==> config.mk <==
export PLATFORM = sky130hd
export DESIGN_NAME = async_fifo_wr_ptr
export DESIGN_NICKNAME = d
export VERILOG_FILES = /design/src/rtl/async_fifo_wr_ptr.sv
export SDC_FILE = /design/constraint.sdc
export NUM_CORES = 1
export LEC_CHECK = 0
export CAP_MARGIN = 20
export CORE_MARGIN = 2
export CORE_UTILIZATION = 53
export DETAILED_ROUTE_END_ITERATION = 16
export GPL_TIMING_DRIVEN = 1
export PLACE_DENSITY = 0.87
export SLEW_MARGIN = 20
export SYNTH_ARGS = -nofsm -noshare
export SYNTH_HDL_FRONTEND = slang
export SYNTH_SLANG_ARGS = --single-unit
==> constraint.sdc <==
create_clock -name clk -period 12 [get_ports clk]
set_input_delay 1.8 -clock clk [delete_from_list [all_inputs] [get_ports clk]]
set_output_delay 1.8 -clock clk [all_outputs]
set_load 0.01 [all_outputs]
==> src/rtl/async_fifo_wr_ptr.sv <==
// Write-side pointer and flag generator for the dual-clock FIFO: binary/Gray write
// pointer, full, almost-full, fill count and overflow, from a pre-synchronized read pointer.
module async_fifo_wr_ptr #(
  parameter int S        = 12,
  parameter int AF_LEVEL = 2040
) (
  input  logic         clk,
  input  logic         rst,
  input  logic         wr_en,
  input  logic [S-1:0] rd_ptr_gray_sync,
  output logic         wr_mem_en,
  output logic [S-2:0] wr_addr,
  output logic [S-1:0] wr_ptr_gray,
  output logic         full,
  output logic         almost_full,
  output logic [S-1:0] wr_count,
  output logic         overflow
);

  localparam logic [S:0] AF_THRESH = (S+1)'(AF_LEVEL);

  logic [S-1:0] wr_bin_q, wr_bin_d;
  logic [S-1:0] wr_gray_q, wr_gray_d;
  logic [S-1:0] count_q, count_d;
  logic         full_q, full_d;
  logic         af_q, af_d;
  logic         ovf_q, ovf_d;
  logic         accept;
  logic [S-1:0] rd_bin;
  logic [S-1:0] full_match;

  assign accept = wr_en & ~full_q;

  // Gray-to-binary of the synchronized read pointer, MSB downwards.
  always_comb begin
    logic acc;
    rd_bin        = '0;
    acc           = rd_ptr_gray_sync[S-1];
    rd_bin[S-1]   = acc;
    for (int i = S - 2; i >= 0; i--) begin
      acc       = acc ^ rd_ptr_gray_sync[i];
      rd_bin[i] = acc;
    end
  end

  // Full means the writer is exactly one lap ahead: top two Gray bits inverted.
  assign full_match = {~rd_ptr_gray_sync[S-1:S-2], rd_ptr_gray_sync[S-3:0]};

  always_comb begin
    wr_bin_d  = wr_bin_q + {{(S-1){1'b0}}, accept};
    wr_gray_d = wr_bin_d ^ (wr_bin_d >> 1);
    count_d   = wr_bin_d - rd_bin;
    full_d    = (wr_gray_d == full_match);
    af_d      = ({1'b0, count_d} >= AF_THRESH);
    ovf_d     = wr_en & full_q;
  end

  always_ff @(posedge clk) begin
    if (rst) begin
      wr_bin_q  <= '0;
      wr_gray_q <= '0;
      count_q   <= '0;
      full_q    <= 1'b0;
      af_q      <= 1'b0;
      ovf_q     <= 1'b0;
    end else begin
      wr_bin_q  <= wr_bin_d;
      wr_gray_q <= wr_gray_d;
      count_q   <= count_d;
      full_q    <= full_d;
      af_q      <= af_d;
      ovf_q     <= ovf_d;
    end
  end

  assign wr_mem_en   = accept;
  assign wr_addr     = wr_bin_q[S-2:0];
  assign wr_ptr_gray = wr_gray_q;
  assign full        = full_q;
  assign almost_full = af_q;
  assign wr_count    = count_q;
  assign overflow    = ovf_q;

endmodule

After elaboration in Yosys (flattened, before gate mapping)
Cells that the tools add are included.
- memories kept: 0
- bits in latches: 0
- register bits after elaboration: 39
- bits in read-only memories: 0
- bits in writable memories: 0
- $mul: 0
- $add $sub $neg: 2
- equal/unequal tests: 1
- bitwise gates (word level): 16
- div/mod/pow operators: 0
- reductions and logical operators: 0
- magnitude comparators: 1
- shift-type cells: 0
- multiplexer cells: 0
- operators by type and width (cell ; number):
    $add A12 B1 Y12 ; 1
    $eq A12 B12 Y1 ; 1
    $ge A12 B11 Y1 const B ; 1
    $sub A12 B12 Y12 ; 1
    $xor A12 B11 Y12 ; 1
    $xor A1 B1 Y1 ; 11
    $and A1 B1 Y1 ; 2
    $not A2 Y2 ; 1
    $not A1 Y1 ; 1

Longest topological paths before layout
Gate-level depths: netlist of run 1.
- depth after elaboration: 13
- depth in mapped cells: 19

Worst setup path after synthesis of run 1
Ideal clock, no wire load.
- kind: input -> register
- from: in rd_ptr_gray_sync[11]
- to: reg af_q, in the netlist almost_full
- cell stages on the path: 17
- arrival time: 6017 ps
- path buffers: 0
- setup slack: 5896 ps
- cell sequence: xnor3_2 > xor2_2 > xor2_2 > xor2_2 > xor2_4 > xnor2_2 > xor2_2 > xnor2_1 > ha_1 > inv_1 > fa_1 > a21o_1 > a21oi_1 > xnor2_1 > or4_1 > or4b_2 > o31ai_1
- longest elaborated chain between the ends: 13
- ends and longest elaborated chain (element ; RTL line ; RTL):
    start: declaration ; 10 ; input logic [S-1:0] rd_ptr_gray_sync,
    $xor A1 B1 Y1 (11 in series) ; 41 ; acc = acc ^ rd_ptr_gray_sync[i];
    $sub A12 B12 Y12 (*) ; 52 ; count_d = wr_bin_d - rd_bin;
    $ge A12 B11 Y1 (*) ; 54 ; af_d = ({1'b0, count_d} >= AF_THRESH);
    end signal: assignment ; 64 ; af_q <= 1'b0;
    end signal: assignment ; 71 ; af_q <= af_d;
    end: declaration ; 26 ; logic af_q, af_d;
Every way passes the cells marked *; elsewhere a longest branch is shown, timed or not.
A chain may end at the register's enable or synchronous reset.

Final worst setup path of run 1
Ends and elaborated chain as after synthesis.

==> summary.txt, run 1 <==
Min path
  • Hold path cells: 1
  • Hold WC Path Type: reg -> reg
  • Min-delay src: full$_SDFF_PP0_
  • Hold endpoint: overflow$_SDFF_PP0_

Setup path
  • Crit. End Element: register
  • Crit path max fanout: 4
  • Reg-to-reg startpoint: full$_SDFF_PP0_
  • Worst setup path class: in -> reg
  • Worst flop-to-flop path endpoint: almost_full$_SDFF_PP0_
  • Worst endpoint data arrival time: just under 7 ns
  • Reg2reg setup slack: 7.98 ns
  • Worst Setup Start Kind: primary input
  • Cells on worst reg2reg path: 14
  • Req. time, crit path: between 10 and 15 ns

STA
  • RSZ-0062 raised after global routing: no
  • Min cycle time layout: roughly 6.7 ns
  • Skew final: 0.0104 ns
  • Setup TNS: 0 ns
  • Max-slew violation count: 0
  • Final Hold Fails: 0
  • Final worst-path cycle share: a little under three fifths
  • Max_slew headroom: approximately three fifths
  • Max frequency: roughly 150 MHz
  • Final setup margin: 5.34 ns
  • Worst-Margin Slew: slightly below 0.6 ns
  • Final Setup Violations: 0

Synthesis
  • Post-synth top area share: between 30% and 40%
  • Post-synthesis sequential area ratio: between 30 and 40%
  • Synthesis Warnings: 0
  • Post-Syn Area: between 2000 and 2500 sq um
  • Post-synthesis average cell area: roughly 9.0 sq um
  • Synth unique cells: 36
  • Async set-reset flop share out of synthesis: 0%
  • Post-synth EDFFs: 0
  • Synth Register Bits: 38
  • Cell type contributing the most total cell area after synthesis: dfxtp_1
  • Most used DFF post-synth: dfxtp_1
  • Most frequent cells after synthesis: dfxtp_1, nor2_1, xnor2_1
  • Cells after Synth: around 240
  • Syn nets: ~270
  • Most common cell in the netlist: dfxtp_1
  • Top cells by area, synth: dfxtp_1, xnor2_1, xor2_1

Final layout
  • Total Nets Final: 321
  • Final Core Density: a little under three quarters
  • Final std cells w/o fill: roughly 340
  • N_diodes: 0
  • Fraction of layout cells with a size suffix above 1: 5.46%
  • P&R area growth vs syn: 32.4%
  • Filler cell count: ~300

Global routing
  • Largest net degree at the start of global routing: 37
  • Vias in the first global route: 1575
  • Overall Global Routing Usage: about a fifth
  • Remaining global-route overflow: 0
  • First-pass GRT wire length: 6780 um
  • Initial antenna violation count: 0

Clock network
  • Maximum root-to-sink buffer count: 2
  • Clock sinks: 38
  • CTS resizes: 0
  • Clk_lat worst skew: between 0.2 and 0.3 ns
  • Clock buffer count from CTS: 5
  • CTS tree: built
  • CTS H-Tree Depth: 2
  • CTS root buffer: clkbuf_8
  • Post-CTS Setup Inserts: 0
  • Hold_buf cts: 0
  • Reg clk slew, reported paths: approximately 0.08 ns

Placement
  • DP Worst Slack: 5.04 ns
  • Routability congestion estimate: roughly 0.95
  • Detail Placement HPWL: between 3000 and 4000 um
  • Placed cells: 335
  • Number of I/O port buffers: 53

Power
  • P per Cell Area: around 140 nW/um^2
  • VDD IR-drop max: ~72 uV
  • Post-layout power: 0.384 mW
  • Leakage power: approximately 1.2 nW

Die
  • Core box area: 3940 sq um
  • X dimension of the die: between 60 and 70 um
  • Die height: a little under 70 um
  • IO Pins: 54
  • Initial core utilization: between 50% and 60%
  • Core Rows: 23
  • Die area: approximately 4500 sq um

Drt
  • DR iter-0 viols: between 70 and 80
  • Routed wire per std cell: between 10 and 15 um
  • Vias per cell: 5.08
  • Antenna viol nets, final: 0
  • Drt first pass iters: 4
  • DRC: 0
  • Routed Wire Length: 4350 um
  • DR vias: 1742

Status
  • Status: complete, no violations

Job
  • Max Cap Viol: 0
[worst max path at each step]
stage | start | end | slack (ns) | cells past startpoint
4_1_cts | rd_ptr_gray_sync[11] | almost_full$_SDFF_PP0_ | 5.31 | 18
5_1_grt | rd_ptr_gray_sync[11] | almost_full$_SDFF_PP0_ | 5.00 | 20
3_3_place_gp | rd_ptr_gray_sync[11] | almost_full$_SDFF_PP0_ | 5.15 | 18
2_1_floorplan | rd_ptr_gray_sync[11] | almost_full$_SDFF_PP0_ | 5.90 | 17
6_report | rd_ptr_gray_sync[11] | almost_full$_SDFF_PP0_ | 5.34 | 18
3_5_place_dp | rd_ptr_gray_sync[11] | almost_full$_SDFF_PP0_ | 5.04 | 18
[cells in the final DEF (no fill, tap or decap), types with 2 or more instances in the layout]
cell type	synthesis	layout
a21o_1	2	2
a21oi_1	13	13
and2_1	3	3
and3_1	5	5
clkbuf_1	5	2
clkbuf_8	0	5
clkdlybuf4s50_1	0	53
dfxtp_1	38	38
ha_1	13	13
inv_1	15	15
nand2_1	11	11
nand2b_1	3	3
nand3_1	7	7
nor2_1	37	37
nor2b_1	4	4
nor3_1	4	4
o21ai_0	5	5
o21bai_1	2	2
o41ai_1	2	2
or3_1	2	2
xnor2_1	27	27
xor2_1	19	19
xor2_2	4	4
[logic make-up (layout without fill, tap and decap cells)]
kind of cell | after synthesis | after routing | share of synthesized area [%]
AND/OR/NAND/NOR | 80 | 80 | 17.5
XOR/XNOR | 53 | 53 | 25.2
flip-flops | 38 | 38 | 35.8
AO/OA/AOI/OAI | 30 | 30 | 8.89
buffers and inverters | 20 | 77 | 3.53
adder cells (fa/ha/maj) | 14 | 14 | 8.59
multiplexers | 1 | 1 | 0.471
[area by class of cell]
type / instances / area [sq um] / share of cell area [%]
multi-input combinational: 178 / 1290 / 45.8
sequential: 38 / 761 / 27.0
timing repair buffer: 54 / 538 / 19.1
clock buffer: 7 / 76.3 / 2.71
tap: 50 / 62.6 / 2.22
inverter: 15 / 56.3 / 2.00
clock inverter: 1 / 30.0 / 1.07
[routing by layer]
layer	up-vias	routed length (um)	global-route usage [%]	part of all wire, %
met3	8	191	6.33	4.4
met2	44	2130	33.2	49
li1	883	-	-	-
met4	0	101	9.69	2.3
met1	807	1920	24.2	44
met5	-	0	0	0
[stage by stage]
| step | cell area (sq um) | hold WS (ns) |
|---|---|---|
| after detailed placement | 2710 | 0.532 |
| after global placement | 2710 | 0.524 |
| after floorplan | 2130 | 0.537 |
| after global routing | 2810 | 0.551 |
| after CTS | 2810 | 0.539 |
| final | 2810 | 0.540 |
[registers in the layout, summed over array words and instances, names as in the netlist]
signal and count:
full 1, wr_count 12, wr_bin_q 12, almost_full 1, wr_ptr_gray 11, overflow 1
[critical path, cell delays in order]
cell,delay [ns]
clkdlybuf4s50_1,0.52
xnor3_2,0.48
xor2_2,0.21
xor2_2,0.22
xor2_2,0.29
xor2_4,0.25
xnor2_2,0.17
xor2_2,0.24
xnor2_1,0.15
ha_1,0.19
inv_1,0.05
fa_1,0.40
a21o_1,0.19
a21oi_1,0.27
xnor2_1,0.11
or4_1,0.47
or4b_2,0.64
o31ai_1,0.19
[power by group]
group	internal (mW)	total [mW]	switching [mW]
Sequential	0.139	0.142	0.00327
Combinational	0.0702	0.136	0.0662
Clock	0.0622	0.105	0.0432
Power figures use the tool's default switching activity.
==> run 2: changes to the inputs <==
--- a/config.mk
+++ b/config.mk
@@ -7,10 +7,10 @@
 export LEC_CHECK = 0
 export CAP_MARGIN = 20
 export CORE_MARGIN = 2
-export CORE_UTILIZATION = 53
+export CORE_UTILIZATION = 44
 export DETAILED_ROUTE_END_ITERATION = 16
 export GPL_TIMING_DRIVEN = 1
-export PLACE_DENSITY = 0.87
+export PLACE_DENSITY = 0.78
 export SLEW_MARGIN = 20
 export SYNTH_ARGS = -nofsm -noshare
 export SYNTH_HDL_FRONTEND = slang
==> constraint.sdc (replaced) <==
create_clock -name clk -period 6 [get_ports clk]
set_input_delay 0.9 -clock clk [delete_from_list [all_inputs] [get_ports clk]]
set_output_delay 0.9 -clock clk [all_outputs]
set_load 0.01 [all_outputs]
==> run 2 against run 1 <==
Compared with the run above: clock skew up 0.0041 ns; first-iteration DRC count down 23%; critical path type unchanged; global-route usage down 3.0 points; total power up 95%; largest cell class unchanged; critical path depth unchanged; sequential share of layout area about the same; sequential cell count unchanged; register-to-register slack worse by 5.9 ns.
==> summary.txt, run 2 (same netlist as run 1, synthesis figures left out) <==
Global routing
  • First-pass GRT wire length: 7140 um (+5.4%)
  • Vias in the first global route: 1626 (+3.2%)
  • Overall Global Routing Usage: 17.4% (-3.0 points)
  • Largest net degree at the start of global routing: 37 (unchanged)
  • Remaining global-route overflow: 0 (unchanged)
  • Initial antenna violation count: 0 (unchanged)

Clock network
  • CTS tree: built
  • Clock sinks: 38 (unchanged)
  • Clk_lat worst skew: 0.30 ns (about the same)
  • CTS H-Tree Depth: 2 (unchanged)
  • Clock buffer count from CTS: 5 (unchanged)
  • Post-CTS Setup Inserts: 0 (unchanged)
  • Reg clk slew, reported paths: 0.08 ns (about the same)
  • CTS root buffer: clkbuf_8
  • CTS resizes: 0 (unchanged)
  • Maximum root-to-sink buffer count: 2 (unchanged)
  • Hold_buf cts: 0 (unchanged)

STA
  • Final Setup Violations: 0 (unchanged)
  • Max_slew headroom: 64.5% (+4.0 points)
  • Max frequency: 177 MHz
  • RSZ-0062 raised after global routing: no
  • Max-slew violation count: 0 (unchanged)
  • Final Hold Fails: 0 (unchanged)
  • Skew final: 0.0146 ns (+0.00414 ns)
  • Final worst-path cycle share: between 90% and 100%
  • Min cycle time layout: around 5.7 ns
  • Final setup margin: 0.341 ns (-5.00 ns)
  • Setup TNS: 0 ns (unchanged)
  • Worst-Margin Slew: 0.531 ns (-0.0599 ns)

Final layout
  • P&R area growth vs syn: 32.6%
  • Total Nets Final: 322 (+0.31%)
  • Commonest cells after routing, fill and taps aside: clkdlybuf4s50_1, dfxtp_1, nor2_1
  • Fraction of layout cells with a size suffix above 1: 6.46% (+1.0 points)
  • N_diodes: 0 (unchanged)
  • Commonest non-fill, non-tap cell in the layout: clkdlybuf4s50_1

Placement
  • Number of I/O port buffers: 53 (unchanged)
  • DP Worst Slack: 0.0307 ns (-5.01 ns)
  • Detail Placement HPWL: 3350 um (+0.25%)
  • Routability congestion estimate: 0.837 (-12%)

Setup path
  • Worst endpoint data arrival time: 5.87 ns (-0.99 ns)
  • Worst Setup Start Kind: primary input
  • Crit. End Element: register
  • Req. time, crit path: 6.21 ns (-5.99 ns)
  • Cell Chain, Critical Path: clkdlybuf4s50_1 -> xnor3_2 -> xor2_2 -> xor2_2 -> xor2_2 -> xor2_4 -> xnor2_2 -> xor2_2 -> xnor2_1 -> ha_1 -> inv_1 -> fa_1 -> a21o_1 -> a21oi_1 -> xnor2_1 -> or4_1 -> or4b_2 -> o31ai_1
  • Slowest stage delay, CP: 0.65 ns (about the same)
  • Crit path max fanout: 4 (unchanged)
  • Worst setup path class: in -> reg
  • Crit-path most repeated cell: xor2_2
  • CP max stage cell: or4b_2

Drt
  • DRC: 0 (unchanged)
  • DR vias: 1704 (-2.2%)
  • Drt first pass iters: 4 (unchanged)
  • Routed Wire Length: 4320 um (-0.76%)
  • Routed wire per std cell: 12.4 um (-2.2%)
  • Vias per cell: 4.90 (-3.6%)
  • Antenna viol nets, final: 0 (unchanged)
  • DR iter-0 viols: 60 (-23%)

Die
  • Core box area: 4690 sq um (+19%)
  • Die area: 5400 sq um (+19%)
  • X dimension of the die: 73.5 um (+9.2%)
  • IO Pins: 54 (unchanged)
  • Die height: 73.5 um (+9.2%)
  • Initial core utilization: 45.3% (-8.6 points)
  • Core Rows: 25 (+8.7%)

Power
  • P per Cell Area: 266 nW/um^2 (+94%)
  • Leakage power: 1.19 nW (about the same)
  • Post-layout power: 0.749 mW (+95%)
  • VDD IR-drop max: 123 uV (+72%)

Min path
  • Hold WC Path Type: reg -> reg

Status
  • Status: complete, no violations

Job
  • Max Cap Viol: 0 (unchanged)
[run 2: where the power goes]
part / internal (mW) / total (mW) / leakage, nW / switching (mW)
clock network: 0.0945 / 0.188 / 0.0478 / 0.0937
logic: 0.144 / 0.276 / 0.831 / 0.132
registers: 0.278 / 0.284 / 0.310 / 0.00602
[run 2: per-stage QoR]
stage	instances	utilization [%]	hold WS, ns	instance area [sq um]
2_1_floorplan	236	-	0.537	2130
3_3_place_gp	340	58.0	0.494	2720
3_5_place_dp	340	58.0	0.502	2720
4_1_cts	348	60.1	0.519	2820
5_1_grt	348	60.1	0.545	2820
6_report	348	60.1	0.518	2820
[run 2: cell type report]
cell class | instances | area, sq um
clock inverter | 2 | 16.3
clock buffer | 6 | 82.6
fill | 421 | 1870
sequential | 38 | 761
timing repair buffer | 55 | 546
inverter | 15 | 56.3
multi-input combinational | 178 | 1290
tap | 54 | 67.6
[run 2: final timing paths]
| kind | slack [ns] | from | depth (start not counted) | end |
|---|---|---|---|---|
| setup / recovery | 0.34 | rd_ptr_gray_sync[11] | 18 | almost_full$_SDFF_PP0_ |
| hold / removal | 0.52 | full$_SDFF_PP0_ | 1 | overflow$_SDFF_PP0_ |
| setup reg to reg | 2.05 | full$_SDFF_PP0_ | 14 | almost_full$_SDFF_PP0_ |
| hold reg to reg | 0.52 | full$_SDFF_PP0_ | 1 | overflow$_SDFF_PP0_ |
[run 2: worst max-delay path, delay by kind of cell]
| family | cells | cell delay, ns |
|---|---|---|
| fa+ha+maj | 2 | 0.57 |
| compound gates | 3 | 0.64 |
| simple gates | 2 | 1.11 |
| xor+xnor | 9 | 2.05 |
| buf+inv | 2 | 0.59 |
[run 2: layer usage]
layer / global-route usage (%) / wire [um] / part of all wire (%)
met4: 9.29 / 93 / 2.2
met2: 29.9 / 2130 / 49
met3: 3.16 / 148 / 3.4
met1: 20.3 / 1950 / 45
met5: 0 / 0 / 0
==> run 3: changes to the inputs <==
--- a/config.mk
+++ b/config.mk
@@ -10,8 +10,9 @@
 export CORE_UTILIZATION = 44
 export DETAILED_ROUTE_END_ITERATION = 16
 export GPL_TIMING_DRIVEN = 1
-export PLACE_DENSITY = 0.78
+export PLACE_DENSITY = 0.73
 export SLEW_MARGIN = 20
 export SYNTH_ARGS = -nofsm -noshare
 export SYNTH_HDL_FRONTEND = slang
 export SYNTH_SLANG_ARGS = --single-unit
+export TNS_END_PERCENT = 5
==> run 3 against run 2 <==
Compared with the run above: sequential cell count stayed put; clock skew is 0.0062 ns lower; non-clock buffer count stayed put.
==> summary.txt, run 3 (same netlist as run 1, synthesis figures left out) <==
STA
  • Max frequency: 178 MHz (+0.85%)
  • Min cycle time layout: 5.61 ns (-0.0478 ns)
  • Final Hold Fails: 0 (unchanged)
  • Max-slew violation count: 0 (unchanged)
  • Max_slew headroom: 64.2% (-0.25 points)
  • Final setup margin: 0.389 ns (+0.0478 ns)
  • Skew final: 0.00842 ns (-0.00616 ns)
  • Final Setup Violations: 0 (unchanged)
  • Worst-Margin Slew: 0.533 ns (+0.00171 ns)
  • Final worst-path cycle share: 93.5% (-0.80 points)
  • RSZ-0062 raised after global routing: no
  • Setup TNS: 0 ns (unchanged)

Min path
  • Hold path cells: 1 (unchanged)
  • Min-delay src: full$_SDFF_PP0_
  • Hold WC Path Type: reg -> reg

Drt
  • DR iter-0 viols: 91 (+52%)
  • Routed Wire Length: 4180 um (-3.1%)
  • Antenna viol nets, final: 0 (unchanged)
  • Routed wire per std cell: 12.0 um (-3.1%)
  • DR vias: 1692 (-0.70%)
  • Vias per cell: 4.86 (-0.70%)
  • DRC: 0 (unchanged)
  • Drt first pass iters: 4 (unchanged)

Die
  • X dimension of the die: 73.5 um (unchanged)
  • Die area: 5400 sq um (unchanged)
  • Core Rows: 25 (unchanged)
  • Initial core utilization: 45.3% (unchanged)
  • Die height: 73.5 um (unchanged)
  • IO Pins: 54 (unchanged)
  • Core box area: 4690 sq um (unchanged)

Placement
  • Detail Placement HPWL: 3270 um (-2.4%)
  • DP Worst Slack: 0.0151 ns (-0.0156 ns)
  • Routability congestion estimate: 0.809 (-3.4%)
  • Number of I/O port buffers: 53 (unchanged)

Setup path
  • CP top delay family: XOR/XNOR gates
  • Req. time, crit path: 6.21 ns (about the same)
  • Slowest stage delay, CP: 0.65 ns (about the same)
  • Worst setup path start: rd_ptr_gray_sync[11]
  • Cell Chain, Critical Path: clkdlybuf4s50_1 -> xnor3_2 -> xor2_2 -> xor2_2 -> xor2_2 -> xor2_4 -> xnor2_2 -> xor2_2 -> xnor2_1 -> ha_1 -> inv_1 -> fa_1 -> a21o_1 -> a21oi_2 -> xnor2_1 -> or4_1 -> or4b_2 -> o31ai_1
  • Worst setup path class: in -> reg
  • Worst Setup Start Kind: primary input
  • Crit-path most repeated cell: xor2_2
  • Worst endpoint data arrival time: 5.82 ns (-0.05 ns)
  • CP max stage cell: or4b_2
  • Critical path depth: 18 (unchanged)
  • Crit path max fanout: 4 (unchanged)
  • Crit. End Element: register
  • Cells on worst reg2reg path: 14 (unchanged)
  • Reg-to-reg startpoint: full$_SDFF_PP0_
  • Buf/Inv on CP: 2 (unchanged)

Final layout
  • Fraction of layout cells with a size suffix above 1: 6.46% (unchanged)
  • Total Nets Final: 322 (unchanged)
  • Final Core Density: 59.9% (-0.19 points)
  • Filler cell count: 428 (+1.7%)
  • N_diodes: 0 (unchanged)
  • Commonest non-fill, non-tap cell in the layout: clkdlybuf4s50_1
  • P&R area growth vs syn: 32.2%
  • Commonest cells after routing, fill and taps aside: clkdlybuf4s50_1, dfxtp_1, nor2_1

Clock network
  • Clock sinks: 38 (unchanged)
  • Hold_buf cts: 0 (unchanged)
  • CTS tree: built
  • Clk_lat worst skew: 0.30 ns (about the same)
  • CTS H-Tree Depth: 2 (unchanged)
  • Clock buffer count from CTS: 5 (unchanged)
  • Reg clk slew, reported paths: 0.08 ns (about the same)
  • CTS root buffer: clkbuf_8
  • Maximum root-to-sink buffer count: 2 (unchanged)

Job
  • Max Cap Viol: 0 (unchanged)

Global routing
  • Largest net degree at the start of global routing: 37 (unchanged)
  • Overall Global Routing Usage: 17.3% (-0.081 points)
  • Initial antenna violation count: 0 (unchanged)
  • Remaining global-route overflow: 0 (unchanged)
  • First-pass GRT wire length: 7040 um (-1.4%)
  • Vias in the first global route: 1608 (-1.1%)

Power
  • Leakage power: 1.19 nW (-0.16%)
  • VDD IR-drop max: 138 uV (+12%)
  • P per Cell Area: 261 nW/um^2 (-1.8%)

Status
  • Status: complete, no violations
## run 3: cell types whose count changed in the layout (fill, tap and decap cells not counted), sizes merged
cell	previous run	this run
clkinvlp	1	0
inv	16	15
clkinv	0	2
## run 3: final timing paths
path / end / slack (ns)
worst min-delay path: overflow$_SDFF_PP0_ / 0.54
worst min register to register: overflow$_SDFF_PP0_ / 0.54
worst max-delay path: almost_full$_SDFF_PP0_ / 0.39
worst max register to register: almost_full$_SDFF_PP0_ / 2.05
## run 3: metal layers
layer,vias to the layer above,track usage [%],share of wire (%)
li1,881,-,-
met1,776,21.2,46
met2,28,28.2,49
met3,7,4.53,3.2
met4,0,7.88,2.1
met5,-,0,0
## run 3: worst register-to-register path: stages (launching register included)
cell and delay [ns]:
dfxtp_1 0.34, nor2b_1 0.16, ha_1 0.21, ha_1 0.28, nand3_1 0.12, xor2_1 0.44, inv_1 0.10, ha_1 0.32
o21ai_0 0.08, a21oi_1 0.22, nor2_1 0.08, xor2_1 0.15, or4_1 0.50, or4b_2 0.65, o31ai_1 0.20
## run 3: through the flow
| stage | instances | hold WS, ns | instance area, sq um | power, mW |
|---|---|---|---|---|
| floorplan | 236 | 0.537 | 2130 | 0.472 |
| global route | 348 | 0.562 | 2810 | 0.789 |
| detailed placement | 340 | 0.536 | 2720 | 0.565 |
| finish | 348 | 0.539 | 2810 | 0.733 |
| global placement | 340 | 0.540 | 2720 | 0.563 |
| CTS | 348 | 0.549 | 2810 | 0.740 |
## run 3: timing repair
action | in CTS | in global routing
endpoints found under the setup margin | 0 | 1
setup buffers | 0 | 0
gates resized for setup | 0 | 1
## run 3: where the power goes
part / leakage [nW] / switching [mW] / internal, mW / total (mW)
Combinational: 0.832 / 0.131 / 0.145 / 0.276
Clock: 0.0452 / 0.0899 / 0.0819 / 0.172
Sequential: 0.310 / 0.00619 / 0.278 / 0.284
Total: 1.19 / 0.227 / 0.505 / 0.733
## run 3: layout make-up
type                    instances  area, sq um  share of cell area, %
clock buffers                   6         72.6                   2.58
clock inverters                 2         13.8                  0.490
inverters                      15         56.3                   2.00
multi-input cells             178         1290                   46.0
flip-flops and latches         38          761                   27.1
well taps                      54         67.6                   2.40
repair buffers                 55          546                   19.4
